**src/rtl/sbus_frame_rx.sv**
```systemverilog
// SBUS receive front end: 8E2 deserialiser plus 25-byte frame assembler.
// Payload is presented as eleven little-endian words, with status flags and a saturating error count.
module sbus_frame_rx #(
  parameter int CLK_HZ     = 50000000,
  parameter int BAUD       = 100000,
  parameter int INVERT     = 1,
  parameter int GAP_CYCLES = 50000
) (
  input  logic        clk,
  input  logic        reset_n,
  input  logic        rx,
  output logic [15:0] word0,
  output logic [15:0] word1,
  output logic [15:0] word2,
  output logic [15:0] word3,
  output logic [15:0] word4,
  output logic [15:0] word5,
  output logic [15:0] word6,
  output logic [15:0] word7,
  output logic [15:0] word8,
  output logic [15:0] word9,
  output logic [15:0] word10,
  output logic        ch17,
  output logic        ch18,
  output logic        frame_lost,
  output logic        failsafe,
  output logic        frame_valid,
  output logic [7:0]  err_cnt
);

  //  state     | meaning
  //  B_IDLE    | line idle, waiting for a start edge
  //  B_START   | half-bit wait, then glitch check of the start bit
  //  B_DATA    | eight data samples, LSB first
  //  B_PARITY  | even-parity sample
  //  B_STOP    | two stop samples, byte verdict on the second
  //  F_HUNT    | waiting for a 0x0F header that follows a full gap
  //  F_PAYLOAD | storing 22 payload bytes
  //  F_FLAGS   | storing the flags byte
  //  F_FOOTER  | 0x00 footer commits the frame, anything else aborts

  localparam int BIT_CYC = CLK_HZ / BAUD;
  localparam int HALF    = BIT_CYC / 2;
  localparam int TW      = $clog2(BIT_CYC);
  localparam int GW      = $clog2(GAP_CYCLES + 1);
  localparam logic [TW-1:0] BIT_LD  = TW'(BIT_CYC - 1);
  localparam logic [TW-1:0] HALF_LD = TW'(HALF - 1);
  localparam logic [GW-1:0] GAP_MAX = GW'(GAP_CYCLES);
  localparam logic          RX_IDLE = (INVERT != 0) ? 1'b0 : 1'b1;

  typedef enum logic [2:0] {B_IDLE, B_START, B_DATA, B_PARITY, B_STOP} bstate_t;
  typedef enum logic [1:0] {F_HUNT, F_PAYLOAD, F_FLAGS, F_FOOTER} fstate_t;

  bstate_t b_state, b_nxt;
  fstate_t f_state, f_nxt;

  logic [1:0]    rx_sync;
  logic          l, l_d, fall, tick;
  logic [TW-1:0] timer;
  logic [2:0]    bit_idx;
  logic [7:0]    shreg;
  logic          par_ok, stop1, byte_ok, byte_err, gap_ok;
  logic [GW-1:0] idle_cnt;
  logic          timeout, abort, commit, err_inc;
  logic [4:0]    idx;
  logic [7:0]    stage [22];
  logic [3:0]    flag_stage;
  logic [15:0]   words [11];

  assign l    = (INVERT != 0) ? ~rx_sync[1] : rx_sync[1];
  assign fall = l_d & ~l;
  assign tick = (timer == '0);

  always_comb begin
    b_nxt = b_state;
    case (b_state)
      B_IDLE:   if (fall) b_nxt = B_START;
      B_START:  if (tick) b_nxt = l ? B_IDLE : B_DATA;
      B_DATA:   if (tick && bit_idx == 3'd7) b_nxt = B_PARITY;
      B_PARITY: if (tick) b_nxt = B_STOP;
      B_STOP:   if (tick && bit_idx == 3'd1) b_nxt = B_IDLE;
      default:  b_nxt = B_IDLE;
    endcase
  end

  always_ff @(posedge clk or negedge reset_n) begin
    if (!reset_n) begin
      rx_sync  <= {2{RX_IDLE}};
      l_d      <= 1'b1;
      b_state  <= B_IDLE;
      timer    <= '0;
      bit_idx  <= '0;
      shreg    <= '0;
      par_ok   <= 1'b0;
      stop1    <= 1'b0;
      byte_ok  <= 1'b0;
      byte_err <= 1'b0;
      gap_ok   <= 1'b0;
      idle_cnt <= '0;
    end else begin
      rx_sync  <= {rx_sync[0], rx};
      l_d      <= l;
      b_state  <= b_nxt;
      byte_ok  <= 1'b0;
      byte_err <= 1'b0;
      if (b_state != B_IDLE && !tick) timer <= timer - 1'b1;
      case (b_state)
        B_IDLE: if (fall) begin
          timer  <= HALF_LD;
          gap_ok <= (idle_cnt == GAP_MAX);
        end
        B_START: if (tick) begin
          timer   <= BIT_LD;
          bit_idx <= '0;
        end
        B_DATA: if (tick) begin
          shreg   <= {l, shreg[7:1]};
          timer   <= BIT_LD;
          bit_idx <= bit_idx + 1'b1;
        end
        B_PARITY: if (tick) begin
          par_ok  <= ~(^{l, shreg});
          timer   <= BIT_LD;
          bit_idx <= '0;
        end
        B_STOP: if (tick) begin
          if (bit_idx == 3'd0) begin
            stop1   <= l;
            bit_idx <= 3'd1;
            timer   <= BIT_LD;
          end else if (par_ok && stop1 && l) begin
            byte_ok <= 1'b1;
          end else begin
            byte_err <= 1'b1;
          end
        end
        default: ;
      endcase
      // gap detector only runs between bytes; any start edge restarts it
      if (b_state == B_IDLE && fall) idle_cnt <= '0;
      else if (b_state == B_IDLE && l && idle_cnt != GAP_MAX) idle_cnt <= idle_cnt + 1'b1;
    end
  end

  assign timeout = (idle_cnt == GAP_MAX);

  always_comb begin
    f_nxt  = f_state;
    abort  = 1'b0;
    commit = 1'b0;
    case (f_state)
      F_HUNT:    if (byte_ok && shreg == 8'h0F && gap_ok) f_nxt = F_PAYLOAD;
      F_PAYLOAD: if (byte_err || timeout) abort = 1'b1;
                 else if (byte_ok && idx == 5'd21) f_nxt = F_FLAGS;
      F_FLAGS:   if (byte_err || timeout) abort = 1'b1;
                 else if (byte_ok) f_nxt = F_FOOTER;
      F_FOOTER:  if (byte_err || timeout) abort = 1'b1;
                 else if (byte_ok) begin
                   if (shreg == 8'h00) commit = 1'b1;
                   else abort = 1'b1;
                   f_nxt = F_HUNT;
                 end
      default:   f_nxt = F_HUNT;
    endcase
    if (abort) f_nxt = F_HUNT;
  end

  assign err_inc = abort | (f_state == F_HUNT && byte_err);

  always_ff @(posedge clk or negedge reset_n) begin
    if (!reset_n) begin
      f_state     <= F_HUNT;
      idx         <= '0;
      flag_stage  <= '0;
      frame_valid <= 1'b0;
      err_cnt     <= '0;
      {failsafe, frame_lost, ch18, ch17} <= '0;
      for (int i = 0; i < 22; i++) stage[i] <= '0;
      for (int k = 0; k < 11; k++) words[k] <= '0;
    end else begin
      f_state     <= f_nxt;
      frame_valid <= commit;
      if (f_state == F_HUNT) idx <= '0;
      if (f_state == F_PAYLOAD && byte_ok && !abort) begin
        stage[idx] <= shreg;
        idx        <= idx + 1'b1;
      end
      if (f_state == F_FLAGS && byte_ok && !abort) flag_stage <= shreg[3:0];
      if (commit) begin
        for (int k = 0; k < 11; k++) words[k] <= {stage[2*k+1], stage[2*k]};
        {failsafe, frame_lost, ch18, ch17} <= flag_stage;
      end
      if (err_inc && err_cnt != 8'hFF) err_cnt <= err_cnt + 1'b1;
    end
  end

  assign word0  = words[0];
  assign word1  = words[1];
  assign word2  = words[2];
  assign word3  = words[3];
  assign word4  = words[4];
  assign word5  = words[5];
  assign word6  = words[6];
  assign word7  = words[7];
  assign word8  = words[8];
  assign word9  = words[9];
  assign word10 = words[10];

endmodule

```
**config.mk**
```make
export PLATFORM = sky130hd
export DESIGN_NAME = sbus_frame_rx
export DESIGN_NICKNAME = d
export VERILOG_FILES = /design/src/rtl/sbus_frame_rx.sv
export SDC_FILE = /design/constraint.sdc
export NUM_CORES = 1
export LEC_CHECK = 0
export ABC_CLOCK_PERIOD_IN_PS = 6250
export CAP_MARGIN = 10
export CORE_MARGIN = 4
export CORE_UTILIZATION = 52
export CTS_CLUSTER_DIAMETER = 60
export DETAILED_ROUTE_END_ITERATION = 7
export PLACE_DENSITY = 0.75
export SLEW_MARGIN = 30
export SYNTH_ARGS = -nofsm -noshare
export SYNTH_HDL_FRONTEND = slang
export SYNTH_SLANG_ARGS = --single-unit
```
**constraint.sdc**
```tcl
create_clock -name clk -period 6.25 [get_ports clk]
set_clock_uncertainty 0.15 [all_clocks]
set_input_delay 0.9375 -clock clk [delete_from_list [all_inputs] [get_ports clk]]
set_output_delay 0.9375 -clock clk [all_outputs]
set_load 0.02 [all_outputs]
```
# Yosys cells after proc, flatten, opt, wreduce, memory -nomap -nowiden

Index checks and enable logic that the tools add are counted.

Register bits: 423

Add/sub/neg operators: 5
Magnitude comparators: 2
Eq/ne operators: 30
Multiplexer cells: 51
Bitwise logic cells: 5
Reductions and logical operators: 41

Operator list:

| cell                  | number |
|---|---|
| $bwmux 176            | 1 |
| $mux 9                | 5 |
| $demux 8 s5           | 1 |
| $mux 16               | 2 |
| $mux 3                | 9 |
| $pmux 9 s3            | 1 |
| $ne 3x3->1 const B    | 7 |
| $logic_and 1x1->1     | 18 |
| $mux 2                | 9 |
| $add 16x1->16 const B | 1 |
| $eq 16x16->1 const B  | 1 |
| $mux 1                | 16 |
| $ne 16x16->1 const B  | 1 |
| $ne 2x2->1 const B    | 8 |
| $pmux 3 s5            | 1 |
| $mux 5                | 2 |
| $reduce_and 5->1      | 2 |
| $logic_not 9->1       | 1 |
| $pmux 3 s3            | 1 |
| $reduce_xor 9->1      | 1 |
| $sub 9x1->9 const B   | 1 |
| $add 8x1->8 const B   | 1 |
| $eq 8x4->1 const B    | 1 |
| $logic_not 8->1       | 1 |
| 30 further kinds      | 42 |

# Depth between registers and ports, before layout

Word-level depth: 8
Depth in mapped cells: 10
Mapped depth without buffers: 7

# Least setup slack after synthesis

OpenSTA, ideal clock, no wires.

Kind: flip-flop to flip-flop
Start: reg shreg[7]
End: reg words (netlist bit word0[0])
Library setup time: 0.125 ns
Arrival: 2.207 ns
Path slack: 3.768 ns
Cell stages (with the launch flop): 10
Buffers on the path: 3
Path through: dfrtp_1 > clkbuf_1 > inv_1 > ha_1 > nand4_1 > or2_2 > nor3_2 > buf_2 > buf_2 > mux2_2

Word-level cells in the longest chain between the ends: 5

RTL lines:

| element                | line | source |
|---|---|---|
| start, declared        | 61   | `logic [7:0] shreg;` |
| start signal, assigned | 117  | `shreg <= {l, shreg[7:1]};` |
| $logic_not 8->1        | 159  | `if (shreg == 8'h00) commit = 1'b1;` |
| $mux 1                 | 159  |  |
| $mux 1                 | 158  | `else if (byte_ok) begin` |
| $mux 1                 | 157  | `F_FOOTER: if (byte_err \|\| timeout) abort = 1'b1;` |
| $mux 1                 | 151  | `case (f_state)` |
| end, declared          | 68   | `logic [15:0] words [11];` |

No other way between the ends.
A chain may end at the register's enable or synchronous reset.

# Final worst setup path

Start: reg shreg[6]
End: reg words (netlist bit word4[2])

The elaborated chain is that of the path after synthesis.

==> flow_metrics.tcl <==
set metrics [dict create \
    yosys.area.top_type "dfrtp_1" \
    max_freq_ghz 0.283 \
    r2r_setup_slack_ns 2.72 \
    maxCapViolations 0 \
    antenna_found_initial 1 \
    root_buffer "clkbuf_16" \
    die_x_um 189 \
    synth_top_family_by_area "multiplexers" \
    critPathMaxFanout 59 \
    synth_compound_area_frac 0.0249 \
    finalMaxSlewViolations 0 \
    drc_errors 0 \
    grt_pass1_wl_um 57800 \
    syn_area_mm2 0.0171 \
    cts_resized 0 \
    die_area_mm2 0.0358 \
    post-route-util 0.637 \
    hold_buffers 0 \
    max_slew.worst_pin.slew_ns 0.896 \
    grt_util_all_layers 0.200 \
    cts_buffers 42 \
    synthDominantCellAreaShare 0.619 \
    fin_crit_sh 0.565 \
    cp_data_arrival_time_ns 3.79 \
    cts_sinks 423 \
    post_cts.repair.setup_buffers 0 \
    ys.flop_type "dfrtp_1" \
    area_growth_pct 21.1 \
    cp.required_ns 6.51 \
    drive_above_1_share 0.333 \
    synthArstFlopShare 1.00 \
    setup_viol 0 \
    portBuffers 191 \
    dp_slack_ns 2.75 \
    synth_edf_count 0 \
    hold_slack_ns 0.160 \
    wirelength_um 35600 \
    synthMuxAreaShare 0.240 \
    max_slew_margin 0.403 \
    rr_startpoint "shreg[6]" \
    yosysMostFrequentCell "dfrtp_1" \
    syn_nets 1202 \
    synth_cell_types 54 \
    rsz0062_at_grt "false" \
    ys_seq_area_frac 0.620 \
    fin_ws_ns 2.72 \
    viasPerCell 5.41 \
    fp-row-count 66 \
    endpoint_kind "flop" \
    drtIter0Drc 602 \
    nNetsFinal 1377 \
    syn_inst 1175 \
    instances_no_fill 1823 \
    die_h_um 189 \
    hp-class "in2async" \
    synth-xor-area-share 0.0113 \
    p_total_mw 5.41 \
    via_count 9867 \
    synth_common_cells "422 x dfrtp_1, 361 x mux2_2, 42 x nand2_1" \
    grt_max_degree 111 \
    place_area_mm2 0.0193 \
    start_util 0.526 \
    num_antenna_cells 0 \
    synthSimpleGateAreaFrac 0.0589 \
    worstSetupStartpointType "flop" \
    final_area_mm2 0.0207 \
    clock_latency_ns 0.53 \
    ff2ff_path_depth 8 \
    clk_pin_slew_ns 0.06 \
    p_leak_nw 9.95 \
    ctsHtreeMaxLevel 2 \
    wl_per_cell_um 19.5 \
    yosysWarnings 0 \
    worstReg2RegEnd "word4[2]" \
    firstDrtPassIters 4 \
    numPlacedInstances 1748 \
    grt_overflow 0 \
    avgSynthCellArea_um2 14.5 \
    io_pins 192 \
    clockBufferDepth 3 \
    cts_tree "yes" \
    ant_nets 0 \
    synth_fa_ha_area_frac 0.0176 \
    peakVddDrop_mv 0.193 \
    status "completed" \
    powerDensity_mw_per_mm2 262 \
    fin_crit_ns 3.53 \
    dpl.hpwl_um 22700 \
    grt_pass1_vias 10400 \
    gp_congestion 0.790 \
    ys_ff_latch 423 \
    ys_top_cells_by_area "dfrtp_1 62%, mux2_2 24%, ha_1 1.8%" \
    core-area_mm2 0.0325 \
    path_class "reg2reg" \
    finalHoldViolCount 0 \
    tns_ns 0 \
]
==> sequential cells by signal, summed over array words and instances, names as in the netlist, 3 cells and up <==
signal	cells
word9	16
err_cnt	8
word6	16
word10	16
idle_cnt	16
word3	16
timer	9
word1	16
flag_stage	4
word2	16
word5	16
word0	16
word4	16
b_state	3
stage	176
idx	5
bit_idx	3
word8	16
word7	16
shreg	8
==> worst max path at each step <==
stage	start	endpoint	slack (ns)	cells after the start
floorplan	shreg[7]	word0[0]	3.77	9
global placement	shreg[7]	word5[2]	2.82	8
detailed placement	shreg[6]	word6[7]	2.75	8
CTS	shreg[6]	word6[7]	2.72	8
global route	shreg[6]	word5[11]	2.52	8
finish	shreg[6]	word4[2]	2.72	8
==> routing by layer <==
layer / GRT usage / routed length [µm] / up-vias
li1: - / - / 4498
met1: 0.286 / 16400 / 5130
met2: 0.322 / 16700 / 188
met3: 0.0389 / 1850 / 51
met4: 0.0454 / 618 / 0
met5: 0 / 0 / -
==> worst max-delay path, stage by stage (launching register included) <==
cell and delay (ns):
dfrtp_1 0.71, inv_1 0.20, ha_1 0.21, nand4_1 0.10, or2_2 0.32, nor3_4 0.14, buf_4 0.40, buf_4 0.71
mux2_2 0.41
==> cells by family (layout without fill, tap and decap cells) <==
group           after synthesis  in the layout
buf+inv                      99            305
simple gates                176            176
xor+xnor                     22             22
compound gates               67             67
flops                       423            423
fa+ha+maj                    24             24
mux                         364            364
==> placed cells by master, fill, tap and decap left out, types with 4 or more instances in the layout <==
cell type and n:
clkinv_2 10, ha_1 24, a21oi_1 15, and3_1 25, nand3_1 19, or4_1 9
clkbuf_8 9, o21ai_0 24, or3_1 5, xor2_1 7, xnor2_1 15, clkbuf_1 7
inv_1 26, nor3_1 9, mux2_2 361, o31ai_1 10, nand3b_1 4, nor2_1 19
clkbuf_16 42, buf_4 8, dfrtp_1 422, nand2_1 42, nand4_1 13, o211ai_1 4
clkdlybuf4s50_1 190
==> final cells by class <==
type	count	area, µm²
clock buffer	58	1200
clock inverter	17	138
fill	2410	11800
inverter	26	97.6
multi-input combinational	653	6030
sequential	423	10600
tap	442	553
timing repair buffer	204	2070
==> power by group <==
part | leakage (nW) | switching [mW] | internal (mW)
Sequential | 5.87 | 0.0364 | 2.78
Clock | 0.664 | 1.02 | 1.39
Combinational | 3.42 | 0.121 | 0.0636
Total | 9.95 | 1.18 | 4.23
No activity file was read; power rests on OpenSTA's default activity.
